File: config.mk
export PLATFORM = sky130hd
export DESIGN_NAME = keypad_emulator_flat
export DESIGN_NICKNAME = d
export VERILOG_FILES = /design/src/rtl/keypad_emulator_if.sv /design/src/rtl/keypad_emulator.sv /design/src/flat_wrapper.sv
export SDC_FILE = /design/constraint.sdc
export NUM_CORES = 1
export LEC_CHECK = 0
export CORE_AREA = 2 2 95 97
export DETAILED_ROUTE_END_ITERATION = 7
export DIE_AREA = 0 0 97 99
export PLACE_DENSITY = 0.52
export SYNTH_ARGS = -nofsm -noshare
export SYNTH_HDL_FRONTEND = slang
export SYNTH_SLANG_ARGS = --single-unit
File: constraint.sdc
create_clock -name clk -period 2.95 [get_ports clk]
set_input_delay 0.4425 -clock clk [delete_from_list [all_inputs] [get_ports clk]]
set_output_delay 0.4425 -clock clk [all_outputs]
set_load 0.005 [all_outputs]
File: src/rtl/keypad_emulator_if.sv
`default_nettype none
// ============================================================================
// Module      : keypad_emulator_if
// Description : Key-code push handshake between an injector (master) and the
//               keypad emulator (slave). A code transfers on a clock edge
//               where in_valid and in_ready are both high.
// Revision    : 1.0 - initial release
// ============================================================================
interface keypad_emulator_if;
  logic       in_valid;
  logic       in_ready;
  logic [3:0] in_code;

  // Injector side: offers codes, observes back-pressure
  modport master (
    output in_valid,
    output in_code,
    input  in_ready
  );

  // Emulator side: accepts codes, signals room in its queue
  modport slave (
    input  in_valid,
    input  in_code,
    output in_ready
  );
endinterface
`default_nettype wire

File: src/rtl/keypad_emulator.sv
`default_nettype none
// ============================================================================
// Module      : keypad_emulator
// Description : Keypad-side counterpart of a 4x4 matrix scanner. Queued key
//               codes {row[1:0], col[1:0]} are replayed in order: each key
//               pulls its column low while the scanner drives its row, for
//               HOLD_SCANS row scans, then stays released for GAP_SCANS row
//               scans before the next key is taken from the 4-entry FIFO.
// Revision    : 1.0 - initial release
// ============================================================================
module keypad_emulator #(
  parameter logic [7:0] HOLD_SCANS = 8'd2,
  parameter logic [7:0] GAP_SCANS  = 8'd2
) (
  input  logic             clk,
  input  logic             rst,
  keypad_emulator_if.slave in_if,
  input  logic [3:0]       key_row,
  output logic [3:0]       key_col,
  output logic             busy,
  output logic             done,
  output logic [2:0]       fifo_level
);

  // A zero count would make a key vanish without ever being seen, so the
  // smallest meaningful hold/gap is one scan.
  localparam logic [7:0] HOLD_EFF   = (HOLD_SCANS == 8'd0) ? 8'd1 : HOLD_SCANS;
  localparam logic [7:0] GAP_EFF    = (GAP_SCANS  == 8'd0) ? 8'd1 : GAP_SCANS;
  localparam int         FIFO_DEPTH = 4;
  localparam logic [2:0] FIFO_FULL  = 3'd4;
  localparam logic [7:0] CNT_MAX    = 8'hFF;

  typedef enum logic [1:0] {
    ST_IDLE    = 2'd0,
    ST_PRESS   = 2'd1,
    ST_RELEASE = 2'd2
  } state_t;

  // --------------------------------------------------------------------------
  // Registered state and next-state values
  // --------------------------------------------------------------------------
  state_t     state_q,    state_d;
  logic [3:0] fifo_mem_q [FIFO_DEPTH];
  logic [3:0] fifo_mem_d [FIFO_DEPTH];
  logic [1:0] wr_ptr_q,   wr_ptr_d;
  logic [1:0] rd_ptr_q,   rd_ptr_d;
  logic [2:0] level_q,    level_d;
  logic [3:0] tgt_q,      tgt_d;
  logic [7:0] scan_cnt_q, scan_cnt_d;
  logic       hit_q,      hit_d;
  logic       done_q,     done_d;

  // --------------------------------------------------------------------------
  // Combinational helpers
  // --------------------------------------------------------------------------
  logic       push;
  logic       pop;
  logic       match;
  logic       hit;
  logic [3:0] row_onehot;
  logic [3:0] col_onehot;
  logic [7:0] cnt_inc_sat;

  // Queue room depends only on the stored level; there is no bypass path.
  assign in_if.in_ready = (level_q < FIFO_FULL);
  assign fifo_level     = level_q;
  assign busy           = (state_q != ST_IDLE) || (level_q != 3'd0);
  assign done           = done_q;

  // Decode the target key and detect the start of each target-row scan
  always_comb begin
    // Row r and column c sit on bit (3-r) / (3-c) of their buses.
    row_onehot  = 4'b1000 >> tgt_q[3:2];
    col_onehot  = 4'b1000 >> tgt_q[1:0];
    // A non-one-hot row can never equal a one-hot pattern, so it never matches.
    match       = (key_row == row_onehot);
    // Only the first cycle of a target-row window counts as a scan.
    hit         = match && !hit_q;
    cnt_inc_sat = (scan_cnt_q == CNT_MAX) ? scan_cnt_q : (scan_cnt_q + 8'd1);
    push        = in_if.in_valid && in_if.in_ready;
    pop         = (state_q == ST_IDLE) && (level_q != 3'd0);
  end

  // Column sense: pull the target column low only while its row is driven
  always_comb begin
    key_col = 4'b1111;
    if ((state_q == ST_PRESS) && match) begin
      key_col = ~col_onehot;
    end
  end

  // Code FIFO: write at wr_ptr, read at rd_ptr, level tracks occupancy
  always_comb begin
    fifo_mem_d = fifo_mem_q;
    wr_ptr_d   = wr_ptr_q;
    rd_ptr_d   = rd_ptr_q;
    level_d    = level_q;
    if (push) begin
      fifo_mem_d[wr_ptr_q] = in_if.in_code;
      wr_ptr_d             = wr_ptr_q + 2'd1;
    end
    if (pop) begin
      rd_ptr_d = rd_ptr_q + 2'd1;
    end
    case ({push, pop})
      2'b10:   level_d = level_q + 3'd1;
      2'b01:   level_d = level_q - 3'd1;
      default: level_d = level_q;
    endcase
  end

  // Press / release sequencing, scan counting and completion pulse
  always_comb begin
    state_d    = state_q;
    tgt_d      = tgt_q;
    scan_cnt_d = scan_cnt_q;
    done_d     = 1'b0;
    case (state_q)
      ST_IDLE: begin
        if (level_q != 3'd0) begin
          tgt_d      = fifo_mem_q[rd_ptr_q];
          scan_cnt_d = 8'd0;
          state_d    = ST_PRESS;
        end
      end
      ST_PRESS: begin
        if (hit) begin
          scan_cnt_d = cnt_inc_sat;
        end else if ((scan_cnt_q >= HOLD_EFF) && !match) begin
          // Leaving only outside the target row keeps a press window whole.
          scan_cnt_d = 8'd0;
          state_d    = ST_RELEASE;
        end
      end
      ST_RELEASE: begin
        if (hit) begin
          scan_cnt_d = cnt_inc_sat;
          if (scan_cnt_q >= (GAP_EFF - 8'd1)) begin
            state_d = ST_IDLE;
            done_d  = 1'b1;
          end
        end
      end
      default: begin
        state_d    = ST_IDLE;
        scan_cnt_d = 8'd0;
      end
    endcase
    // Edge memory is cleared around IDLE so that a row already sitting on the
    // target when a new key starts is still counted as a fresh scan.
    hit_d = ((state_q == ST_IDLE) || (state_d == ST_IDLE)) ? 1'b0 : match;
  end

  // State register with synchronous reset; reset drops any key mid-press
  always_ff @(posedge clk) begin
    if (rst) begin
      state_q    <= ST_IDLE;
      for (int i = 0; i < FIFO_DEPTH; i++) begin
        fifo_mem_q[i] <= 4'd0;
      end
      wr_ptr_q   <= 2'd0;
      rd_ptr_q   <= 2'd0;
      level_q    <= 3'd0;
      tgt_q      <= 4'd0;
      scan_cnt_q <= 8'd0;
      hit_q      <= 1'b0;
      done_q     <= 1'b0;
    end else begin
      state_q    <= state_d;
      fifo_mem_q <= fifo_mem_d;
      wr_ptr_q   <= wr_ptr_d;
      rd_ptr_q   <= rd_ptr_d;
      level_q    <= level_d;
      tgt_q      <= tgt_d;
      scan_cnt_q <= scan_cnt_d;
      hit_q      <= hit_d;
      done_q     <= done_d;
    end
  end

endmodule
`default_nettype wire

File: src/flat_wrapper.sv
// flat-port wrapper written by rule: the top's interface ports become plain ports
module keypad_emulator_flat 
#(
  parameter logic [7:0] HOLD_SCANS = 8'd2,
  parameter logic [7:0] GAP_SCANS  = 8'd2
)
  (clk, rst, key_row, key_col, busy, done, fifo_level, in_if_in_valid, in_if_in_code, in_if_in_ready);
  keypad_emulator_if in_if_i ();
  input  logic clk;
  input  logic rst;
  input  logic [3:0] key_row;
  output logic [3:0] key_col;
  output logic busy;
  output logic done;
  output logic [2:0] fifo_level;
  input wire logic [$bits(in_if_i.in_valid)-1:0] in_if_in_valid;
  input wire logic [$bits(in_if_i.in_code)-1:0] in_if_in_code;
  output wire logic [$bits(in_if_i.in_ready)-1:0] in_if_in_ready;
  assign in_if_i.in_valid = in_if_in_valid;
  assign in_if_i.in_code = in_if_in_code;
  assign in_if_in_ready = in_if_i.in_ready;
  keypad_emulator #(.HOLD_SCANS(HOLD_SCANS), .GAP_SCANS(GAP_SCANS)) u_core (.clk(clk), .rst(rst), .in_if(in_if_i), .key_row(key_row), .key_col(key_col), .busy(busy), .done(done), .fifo_level(fifo_level));
endmodule
Yosys cells after proc, flatten, opt, wreduce, memory -nomap -nowiden
Index checks and enable logic that the tools add are counted.
- logic and storage cells: 79
- memory bits (read-only): 0
- bits in writable memories: 0
- output and inout bits: 10
- memories: 0
- bits in registers: 39
- input bits: 11
- latch bits: 0
- bitwise gates (word level): 5
- shift operators: 2
- order comparisons: 6
- div/mod/pow operators: 0
- multiply operators: 0
- multiplexer cells: 21
- reductions and logical operators: 19
- eq/ne operators: 9
- add/sub/neg operators: 5
- operator list (operator ; number):
    two-way mux 8 bit ; 5
    case mux 8 bit (3 select lines) ; 1
    bitwise mux 16 bit ; 1
    two-way mux 4 bit ; 4
    two-way mux 2 bit ; 5
    adder 8 x 1 -> 8 bit (second input constant) ; 1
    binary-select mux 4 bit (select 2 bit) ; 1
    demux 4 bit (select 2 bit) ; 1
    equality test 8 bit (second input constant) ; 1
    greater-or-equal comparator 8 x 1 -> 1 bit (second input constant) ; 1
    greater-or-equal comparator 8 x 2 -> 1 bit (second input constant) ; 1
    >> shifter 4 x 2 -> 4 bit (first input constant) ; 2
    greater-or-equal comparator 3 bit (second input constant) ; 2
    logical AND 1 bit ; 6
    inverter 2 -> 3 bit ; 2
    case mux 2 bit (3 select lines) ; 1
    case mux 3 bit (2 select lines) ; 1
    adder 2 x 1 -> 2 bit (second input constant) ; 2
    equality test 2 x 1 -> 1 bit (second input constant) ; 2
    equality test 2 bit (second input constant) ; 2
    equality test 4 bit ; 1
    zero test 2 bit ; 2
    inverter 4 bit ; 1
    nonzero test 2 bit ; 2
    16 further kinds ; 19

Longest topological paths before layout
Gate-level depths: netlist of run 1.
- depth in word-level cells: 10
- gate-level depth with buffers: 10
- gate-level depth less buffers: 9

Worst setup path after synthesis of run 1
No wires, ideal clock.
- path kind: register -> register
- start point: register u_core.state_q[1]
- end point: register u_core.level_q[2] (netlist: u_core.fifo_level[2])
- library setup time: 71 ps
- data arrival time: 2253 ps
- cell stages (with the launch flop): 11
- slack: 627 ps
- path buffers: 1
- clock period less this slack: 2323 ps
- data required time: 2879 ps
- cells stage by stage: dfxtp_1 inv_1 ha_1 nor2b_1 clkbuf_1 ha_1 inv_1 fa_1 xor2_1 or3_1 a21oi_1
- longest elaborated chain between the ends: 4
- elaborated cells between the ends (all ways): 6
- those cells by class: eq/ne (2); mux (1); reduce/logical (3)
- ends and longest elaborated chain (element ; line ; RTL):
    start, declared ; keypad_emulator.sv:42 ; state_t state_q, state_d;
    start signal, assigned ; keypad_emulator.sv:169 ; state_q <= state_d;
    zero test 2 bit (*) ; keypad_emulator.sv:81 ; pop = (state_q == ST_IDLE) && (level_q != 3'd0);
    logical AND 1 bit (*) ; keypad_emulator.sv:81 ;
    via u_core.pop ; keypad_emulator.sv:57 ; logic pop;
    equality test 2 x 1 -> 1 bit or equality test 2 bit (tied branches) ; keypad_emulator.sv:105 ; case ({push, pop})
    case mux 3 bit (2 select lines) or nonzero test 2 bit (tied branches) ; n/a ;
    end signal, assigned ; keypad_emulator.sv:173 ; level_q <= level_d;
    end, declared ; keypad_emulator.sv:47 ; logic [2:0] level_q, level_d;
The timed path passes the listed nets; every way through them passes the cells marked *.
A chain may end at the register's enable or synchronous reset.

Worst setup path in the final report of run 1
- start point: register u_core.tgt_q[2]
- end point: output port key_col[0]
- longest elaborated chain between the ends: 4
- ends and longest elaborated chain (element ; line ; RTL):
    start, declared ; keypad_emulator.sv:48 ; logic [3:0] tgt_q, tgt_d;
    start signal, assigned ; keypad_emulator.sv:174 ; tgt_q <= tgt_d;
    >> shifter 4 x 2 -> 4 bit ; keypad_emulator.sv:73 ; row_onehot = 4'b1000 >> tgt_q[3:2];
    equality test 4 bit ; keypad_emulator.sv:76 ; match = (key_row == row_onehot);
    logical AND 1 bit ; keypad_emulator.sv:87 ; if ((state_q == ST_PRESS) && match) begin
    two-way mux 4 bit ; keypad_emulator.sv:87 ;
    end, declared ; flat_wrapper.sv:12 ; output logic [3:0] key_col;
No other way between the ends.

==> results of run 1 <==
==> logic make-up after synthesis <==
logic type                 count (synthesis)
and+or+nand+nor                          102
AOI/OAI and AO/OA                         56
DFF                                       39
buffers and inverters                     25
adders and majority gates                 14
muxes                                      8
xor gates and xnor gates                   5
==> flip-flops by register name, indices dropped and copies added (netlist names) <==
name,count
u_core.fifo_mem_q,16
u_core.scan_cnt_q,8
u_core.tgt_q,4
u_core.fifo_level,3
u_core.rd_ptr_q,2
u_core.state_q,2
u_core.wr_ptr_q,2
u_core.done,1
u_core.hit_q,1
==> power by group through the flow <==
stage / clock, uW / combinational (uW) / sequential, uW
finish: 444 / 653 / 655
global route: 489 / 748 / 669
CTS: 462 / 665 / 657
detailed placement: 0 / 662 / 669
global placement: 0 / 661 / 669
floorplan: 0 / 500 / 643
==> stage by stage <==
stage | setup TNS [ps] | util | setup WS [ps] | hold WS [ps]
floorplan | 0 | - | 626.9 | 433.1
global placement | -405.6 | 0.2877 | -164.3 | 445.1
detailed placement | -481.8 | 0.2877 | -190.8 | 450.6
CTS | 0 | 0.3007 | 37.29 | 462.7
global route | 0 | 0.3016 | 128.4 | 482.7
finish | 0 | 0.3016 | 288.8 | 460.5
==> how the worst max path moves through the flow <==
stage | end | cells past startpoint | slack (ps)
floorplan | u_core.fifo_level[2] | 10 | 630
global placement | key_col[3] | 7 | -160
detailed placement | key_col[3] | 7 | -190
CTS | key_col[0] | 7 | 40
global route | key_col[0] | 7 | 130
finish | key_col[0] | 6 | 290
==> per-layer routing <==
| layer | wire length (um) | vias up | share of wire | global-route usage |
|---|---|---|---|---|
| met1 | 2213 | 832 | 0.49 | 0.1349 |
| met3 | 146 | 8 | 0.032 | 0.02340 |
| li1 | - | 922 | - | - |
| met2 | 2027 | 31 | 0.45 | 0.1629 |
| met4 | 108 | 0 | 0.024 | 0.04659 |
| met5 | 0 | - | 0 | 0 |
==> cells in the final DEF, fill, tap and decap left out, drive strengths merged, types with 2 or more instances in the layout <==
master	count
a2111oi	2
a211oi	6
a21oi	27
a41oi	2
and3	2
buf	8
clkbuf	5
clkdlybuf4s50	15
clkinv	2
dfxtp	39
dlygate4sd2	3
dlymetal6s2s	2
ha	13
inv	15
mux2i	4
mux4	4
nand2	33
nand3	20
nand4	5
nor2	27
nor2b	2
nor3b	3
o21ai	10
o31a	2
or3	3
xnor2	2
xor2	3
==> worst max-delay path, delay by kind of cell, from the launching register on <==
kind | cells | cell delay [ps]
buf+inv | 2 | 560
compound gates | 1 | 450
simple gates | 3 | 580
flops | 1 | 350
==> synthesized netlist by cell type, types with 2 or more instances <==
library cell	number
sky130_fd_sc_hd__a2111oi_1	2
sky130_fd_sc_hd__a211oi_2	5
sky130_fd_sc_hd__a21oi_1	24
sky130_fd_sc_hd__a21oi_2	3
sky130_fd_sc_hd__a41oi_1	2
sky130_fd_sc_hd__and3_1	2
sky130_fd_sc_hd__clkbuf_1	8
sky130_fd_sc_hd__dfxtp_1	39
sky130_fd_sc_hd__ha_1	13
sky130_fd_sc_hd__inv_1	15
sky130_fd_sc_hd__mux2i_1	4
sky130_fd_sc_hd__mux4_2	4
sky130_fd_sc_hd__nand2_1	33
sky130_fd_sc_hd__nand3_1	20
sky130_fd_sc_hd__nand4_1	5
sky130_fd_sc_hd__nor2_1	27
sky130_fd_sc_hd__nor2b_1	2
sky130_fd_sc_hd__nor3b_1	3
sky130_fd_sc_hd__o21ai_0	10
sky130_fd_sc_hd__or3_1	3
sky130_fd_sc_hd__xnor2_1	2
sky130_fd_sc_hd__xor2_1	3
==> what timing repair did <==
| item | 4_1_cts | 5_1_grt |
|---|---|---|
| endpoints found under the setup margin | 4 | 4 |
| endpoints found under the hold margin | 0 | 0 |
| gates resized for setup | 4 | 3 |
| pin swaps | 1 | 1 |
==> final cells by class <==
cell class | instances | area [um^2] | area share
multi-input combinational | 185 | 1232 | 0.4779
clock buffer | 5 | 68.82 | 0.02669
sequential | 39 | 780.7 | 0.3028
inverter | 15 | 56.30 | 0.02183
clock inverter | 3 | 43.79 | 0.01698
timing repair buffer | 28 | 261.5 | 0.1014
tap | 108 | 135.1 | 0.05240
==> results.yml, run 1 <==
critical_path:
  timing.critical_path.to_type: "primary output"
  cpPeakStageDelay_ps: 460
  setup.worst_path.start_class: "flop"
  timing.critical_path.from: "u_core.tgt_q[2]"
  r2r_slack_ps: 610
  crit_path_max_fanout: 5
  timing.critical_path.cells: "or3b_4, a2111o_1, nand2_2, buf_4, nand4_1, clkdlybuf4s50_1"
  worst-endpoint-required_ps: 2510
  data_arrival_time_of_the_critical_path_ps: 2220
  path_class: "flop to primary output"
  timing.reg2reg.worst_path_depth: 7
  reg2reg_from: "u_core.tgt_q[2]"
  critical_path.reg2reg.endpoint: "u_core.scan_cnt_q[4]"
  cp_slowest_cell: "sky130_fd_sc_hd__clkdlybuf4s50_1"
route:
  drc: 0
  ant_nets: 0
  avgViaCountPerCell: 4.681
  vias: 1793
  detail_route.first_pass.iterations: 4
  avgRoutedWirePerCell_um: 11.74
  finalWirelength_um: 4495
  detail_route.iter0.violations: 29
clock_tree:
  tritoncts: "built"
  h_tree_level_count: 2
  cts-root-to-sink-buffers: 2
  postCtsSetupRepairBufs: 0
  numClockSinks: 39
  worst_setup_hold_path_clk_slew_ps: 80
  tritoncts.num_buffers: 5
  cts_hold_buf: 0
  clock-root-buffer: "sky130_fd_sc_hd__clkbuf_8"
  worst_skew_pair.late_latency_ps: 290
yosys:
  largest_area_contributor_in_the_synthesized_netlist: "sky130_fd_sc_hd__dfxtp_1"
  synth_enable_flop_cells: 0
  post_synth_instance_area_um2: 2110
  share_of_synthesized_area_occupied_by_flip_flops_and_latches: 0.3701
  synthesis.area_per_instance_um2: 8.472
  synth_top_family_by_area: "simple AND/OR/NAND/NOR gates"
  yosysTopAreaCellShare: 0.3701
  ys_seq_elements: 39
  synth-adder-area-share: 0.08660
  synth.area.top_cells: "sky130_fd_sc_hd__dfxtp_1, sky130_fd_sc_hd__ha_1, sky130_fd_sc_hd__nand2_1"
  postSynthCellCount: 249
  syn-num-nets: 274
  synth_compound_gate_area_share: 0.1856
  ys.flop_type: "sky130_fd_sc_hd__dfxtp_1"
  yosys-mux-area-fraction: 0.06168
  post_synth_xor_area_fraction: 0.02076
  asyncSetResetFlopFracSynth: 0
  synth.yosys.warnings: 0
  synth-simple-area-share: 0.2272
  number_of_unique_standard_cell_types_used_by_synthesis: 42
pwr:
  leakagePower_uw: 0.0009126
  irDropWorstVdd_uv: 227.4
  pwr-share-comb: 0.373
  total_power_per_unit_cell_area_nw_per_um2: 679.5
  power_uw: 1752
  switching_share: 0.3500
  power_frac_seq: 0.374
  pwr-share-clk: 0.254
  internal-power_uw: 1139
  power.switching_uw: 613.2
cells_and_area:
  filler_cell_count: 905
  post_layout_nonfiller_instances: 383
  final_net_count: 299
  post_route_design_area_um2: 2579
  final_layout_size_suffix_gt1_frac: 0.1164
  insertedDiodeCount: 0
  areaGrowthSynthToFinish_pct: 22.24
floorplanning:
  die_h_um: 99
  fp.coreArea_um2: 8551
  cell_row_count: 34
  initial_core_util: 0.2467
  floorplan.die_area_um2: 9603
  ioPinCount: 21
  die_width_um: 97
run_status:
  status: "finished, final reports clean"
placed_design:
  dp.final_hpwl_um: 3430
  io_buffer_count: 20
  placedInstanceArea_um2: 2460
  dpl.cell_count: 375
  place_congestion: 0.7552
hold_path:
  hold-path-cell-count: 2
  hp-class: "flop to flop"
  hold_path_end: "u_core.fifo_mem_q[14]"
  min_from: "u_core.fifo_mem_q[14]"
sta:
  finalMaxSlewViolations: 0
  final_min_period_over_clock_period: 0.9021
  final_hold_viol_count: 0
  grt_setup_unrepaired: "false"
  setup_violation_total_in_the_final_timing_report: 0
  timing.max_slew.rel_slack: 0.6154
  fmax_ghz: 0.3758
  finalWorstPathRequiredPeriod_ps: 2661
  finClkSkew_ps: 9.199
  tightestPinTransition_ps: 575.1
global_routing:
  antenna_found_initial: 0
  grt_max_degree: 24
  vias_in_the_first_global_route: 1786
  grt_pass1_wl_um: 8224
  track_usage: 0.1032
  globalRouteOverflowTotal: 0
job:
  drv.max_cap_violation_count: 0
(Power assumes the default switching activity.)
==> run 2: changes to the inputs <==
SETUP_SLACK_MARGIN = 0.3   (was unset)
==> run 2 against run 1 <==
Non-clock buffer count grew 1; register-to-register slack about the same; die area did not move; clock skew barely moved; maximum frequency increased by 5.1%; final cell count rose by 0.26%; sequential power about the same; utilization increased by 0.15 points; sequential share of layout area hardly changed; count of clock-buffer cells in the layout did not move; critical endpoint is now key_col[2]; largest cell class unchanged.
==> results.yml, run 2 (synthesized netlist as in run 1, its figures left out) <==
run_status:
  status: "finished, final reports clean"
critical_path:
  critical_path.reg2reg.endpoint: "u_core.scan_cnt_q[5]"
  cp-endpoint: "key_col[2]"
  path_class: "flop to primary output"
  timing.reg2reg.worst_path_depth: 7
  timing.critical_path.cells: "or3b_4, a2111o_1, nand2_2, nand2_2, buf_6, nor2_2, nand2_1, clkdlybuf4s15_1"
  r2r_slack_ps: 610
  path_depth: 8
  setup.worst_path.start_class: "flop"
  data_arrival_time_of_the_critical_path_ps: 2090
  reg2reg_from: "u_core.tgt_q[2]"
  timing.critical_path.to_type: "primary output"
  crit_path_max_fanout: 5
  timing.critical_path.from: "u_core.tgt_q[2]"
  worst-endpoint-required_ps: 2510
  cp_common_cell: "sky130_fd_sc_hd__nand2_2"
  cp_slowest_cell: "sky130_fd_sc_hd__a2111o_1"
  cp_num_buf_inv: 2
  cpPeakStageDelay_ps: 450
  critical-path-top-delay-family: "simple AND/OR/NAND/NOR gates"
floorplanning:
  floorplan.die_area_um2: 9603
  die_h_um: 99
  cell_row_count: 34
  ioPinCount: 21
  initial_core_util: 0.2467
  die_width_um: 97
  fp.coreArea_um2: 8551
hold_path:
  hp-class: "flop to flop"
  min_from: "u_core.fifo_mem_q[14]"
route:
  ant_nets: 0
  drc: 0
  avgRoutedWirePerCell_um: 11.77
  vias: 1796
  avgViaCountPerCell: 4.677
  detail_route.first_pass.iterations: 5
  finalWirelength_um: 4518
  detail_route.iter0.violations: 27
sta:
  timing.setup.tns_ps: 0
  finalMaxSlewViolations: 0
  tightestPinTransition_ps: 581.7
  finalWorstPathRequiredPeriod_ps: 2532
  final.setup.worst_slack_ps: 418.2
  timing.max_slew.rel_slack: 0.6110
  setup_violation_total_in_the_final_timing_report: 0
  final_min_period_over_clock_period: 0.8583
  finClkSkew_ps: 9.235
  fmax_ghz: 0.3950
  grt_setup_unrepaired: "true"
  final_hold_viol_count: 0
cells_and_area:
  final_net_count: 300
  top_register: "u_core.fifo_mem_q"
  post_route_design_area_um2: 2591
  final_layout_size_suffix_gt1_frac: 0.1413
  mostFrequentLayoutCells: "sky130_fd_sc_hd__dfxtp_1, sky130_fd_sc_hd__nand2_1, sky130_fd_sc_hd__nor2_1, sky130_fd_sc_hd__a21oi_1, sky130_fd_sc_hd__nand3_1"
  filler_cell_count: 908
  layout.core_utilization: 0.3030
  areaGrowthSynthToFinish_pct: 22.84
  biggestRegsByFlops: "u_core.fifo_mem_q (16), u_core.scan_cnt_q (8), u_core.tgt_q (4)"
  final_common_cell: "sky130_fd_sc_hd__dfxtp_1"
  insertedDiodeCount: 0
  largest_reg_flops: 16
placed_design:
  dp.final_hpwl_um: 3430
  place_congestion: 0.7552
  io_buffer_count: 20
  preCtsSetupSlack_ps: -190.8
  placedInstanceArea_um2: 2460
clock_tree:
  numClockSinks: 39
  tritoncts: "built"
  worst_setup_hold_path_clk_slew_ps: 80
  h_tree_level_count: 2
  tritoncts.num_buffers: 5
  clock-root-buffer: "sky130_fd_sc_hd__clkbuf_8"
  worst_skew_pair.late_latency_ps: 290
  cts-root-to-sink-buffers: 2
pwr:
  power_uw: 1757
  total_power_per_unit_cell_area_nw_per_um2: 678.2
  leakagePower_uw: 0.0009094
  irDropWorstVdd_uv: 227.4
global_routing:
  groute.layer.met3.usage: 0.02340
  grt_max_degree: 24
  grt_busiest_layer: "met2"
  antenna_found_initial: 0
  global_route.usage.met2: 0.1629
  vias_in_the_first_global_route: 1785
  grt_pass1_wl_um: 8224
  groute.layer.met1.usage: 0.1349
  track_usage: 0.1032
  globalRouteOverflowTotal: 0
job:
  drv.max_cap_violation_count: 0
==> run 2: cell types whose count changed in the layout (fill, tap and decap cells not counted), moves of 2 or more <==
cell	delta
sky130_fd_sc_hd__dlymetal6s2s_1	-2
sky130_fd_sc_hd__clkdlybuf4s15_1	+3
sky130_fd_sc_hd__clkbuf_2	+2
sky130_fd_sc_hd__dlygate4sd2_1	-2
==> run 2: repair_timing <==
item | 4_1_cts | 5_1_grt
cloned | 0 | 0
pin swaps | 2 | 2
hold buffers | 0 | 0
endpoints found under the setup margin | 4 | 3
setup buffers | 0 | 1
resized for setup | 8 | 13
==> run 2: metrics by stage <==
step	hold WS (ps)	std cells
6_report	460.5	384
2_1_floorplan	433.1	249
3_5_place_dp	450.6	375
5_1_grt	482.7	384
3_3_place_gp	445.1	375
4_1_cts	462.7	383
==> run 2: final cells by class <==
cell class,count,area [um^2],share of cell area
multi-input cells,185,1242,0.4795
flip-flops and latches,39,784.5,0.3028
repair buffers,29,260.3,0.1004
well taps,108,135.1,0.05215
clock buffers,5,68.82,0.02656
inverters,15,56.30,0.02173
clock inverters,3,43.79,0.01690
==> run 2: how the worst min path moves through the flow <==
stage,end,slack [ps],cells after the start
after floorplan,u_core.fifo_mem_q[4],430,2
after global placement,u_core.fifo_mem_q[14],450,2
after detailed placement,u_core.fifo_mem_q[8],450,2
after CTS,u_core.fifo_mem_q[8],460,2
after global routing,u_core.fifo_mem_q[14],480,2
final,u_core.fifo_mem_q[14],460,2
==> run 2: power breakdown <==
group | switching (uW) | internal (uW) | total [uW] | leakage (uW)
sequential | 67.1 | 588 | 655 | 0.000317
combinational | 356 | 302 | 658 | 0.000534
clock | 192 | 252 | 444 | 0.0000581
==> run 2: worst register-to-register path, cell delays in order, from the launching register on <==
cell and delay (ps):
sky130_fd_sc_hd__dfxtp_4 360, sky130_fd_sc_hd__or3b_4 390, sky130_fd_sc_hd__a2111o_1 450, sky130_fd_sc_hd__buf_4 160
sky130_fd_sc_hd__and4_4 170, sky130_fd_sc_hd__o31a_4 360, sky130_fd_sc_hd__a41oi_1 270, sky130_fd_sc_hd__a211oi_2 60
==> run 2: per-layer routing <==
layer	vias up	routed length (um)
met4	0	108
met1	837	2248
met5	-	0
li1	924	-
met3	8	121
met2	27	2040
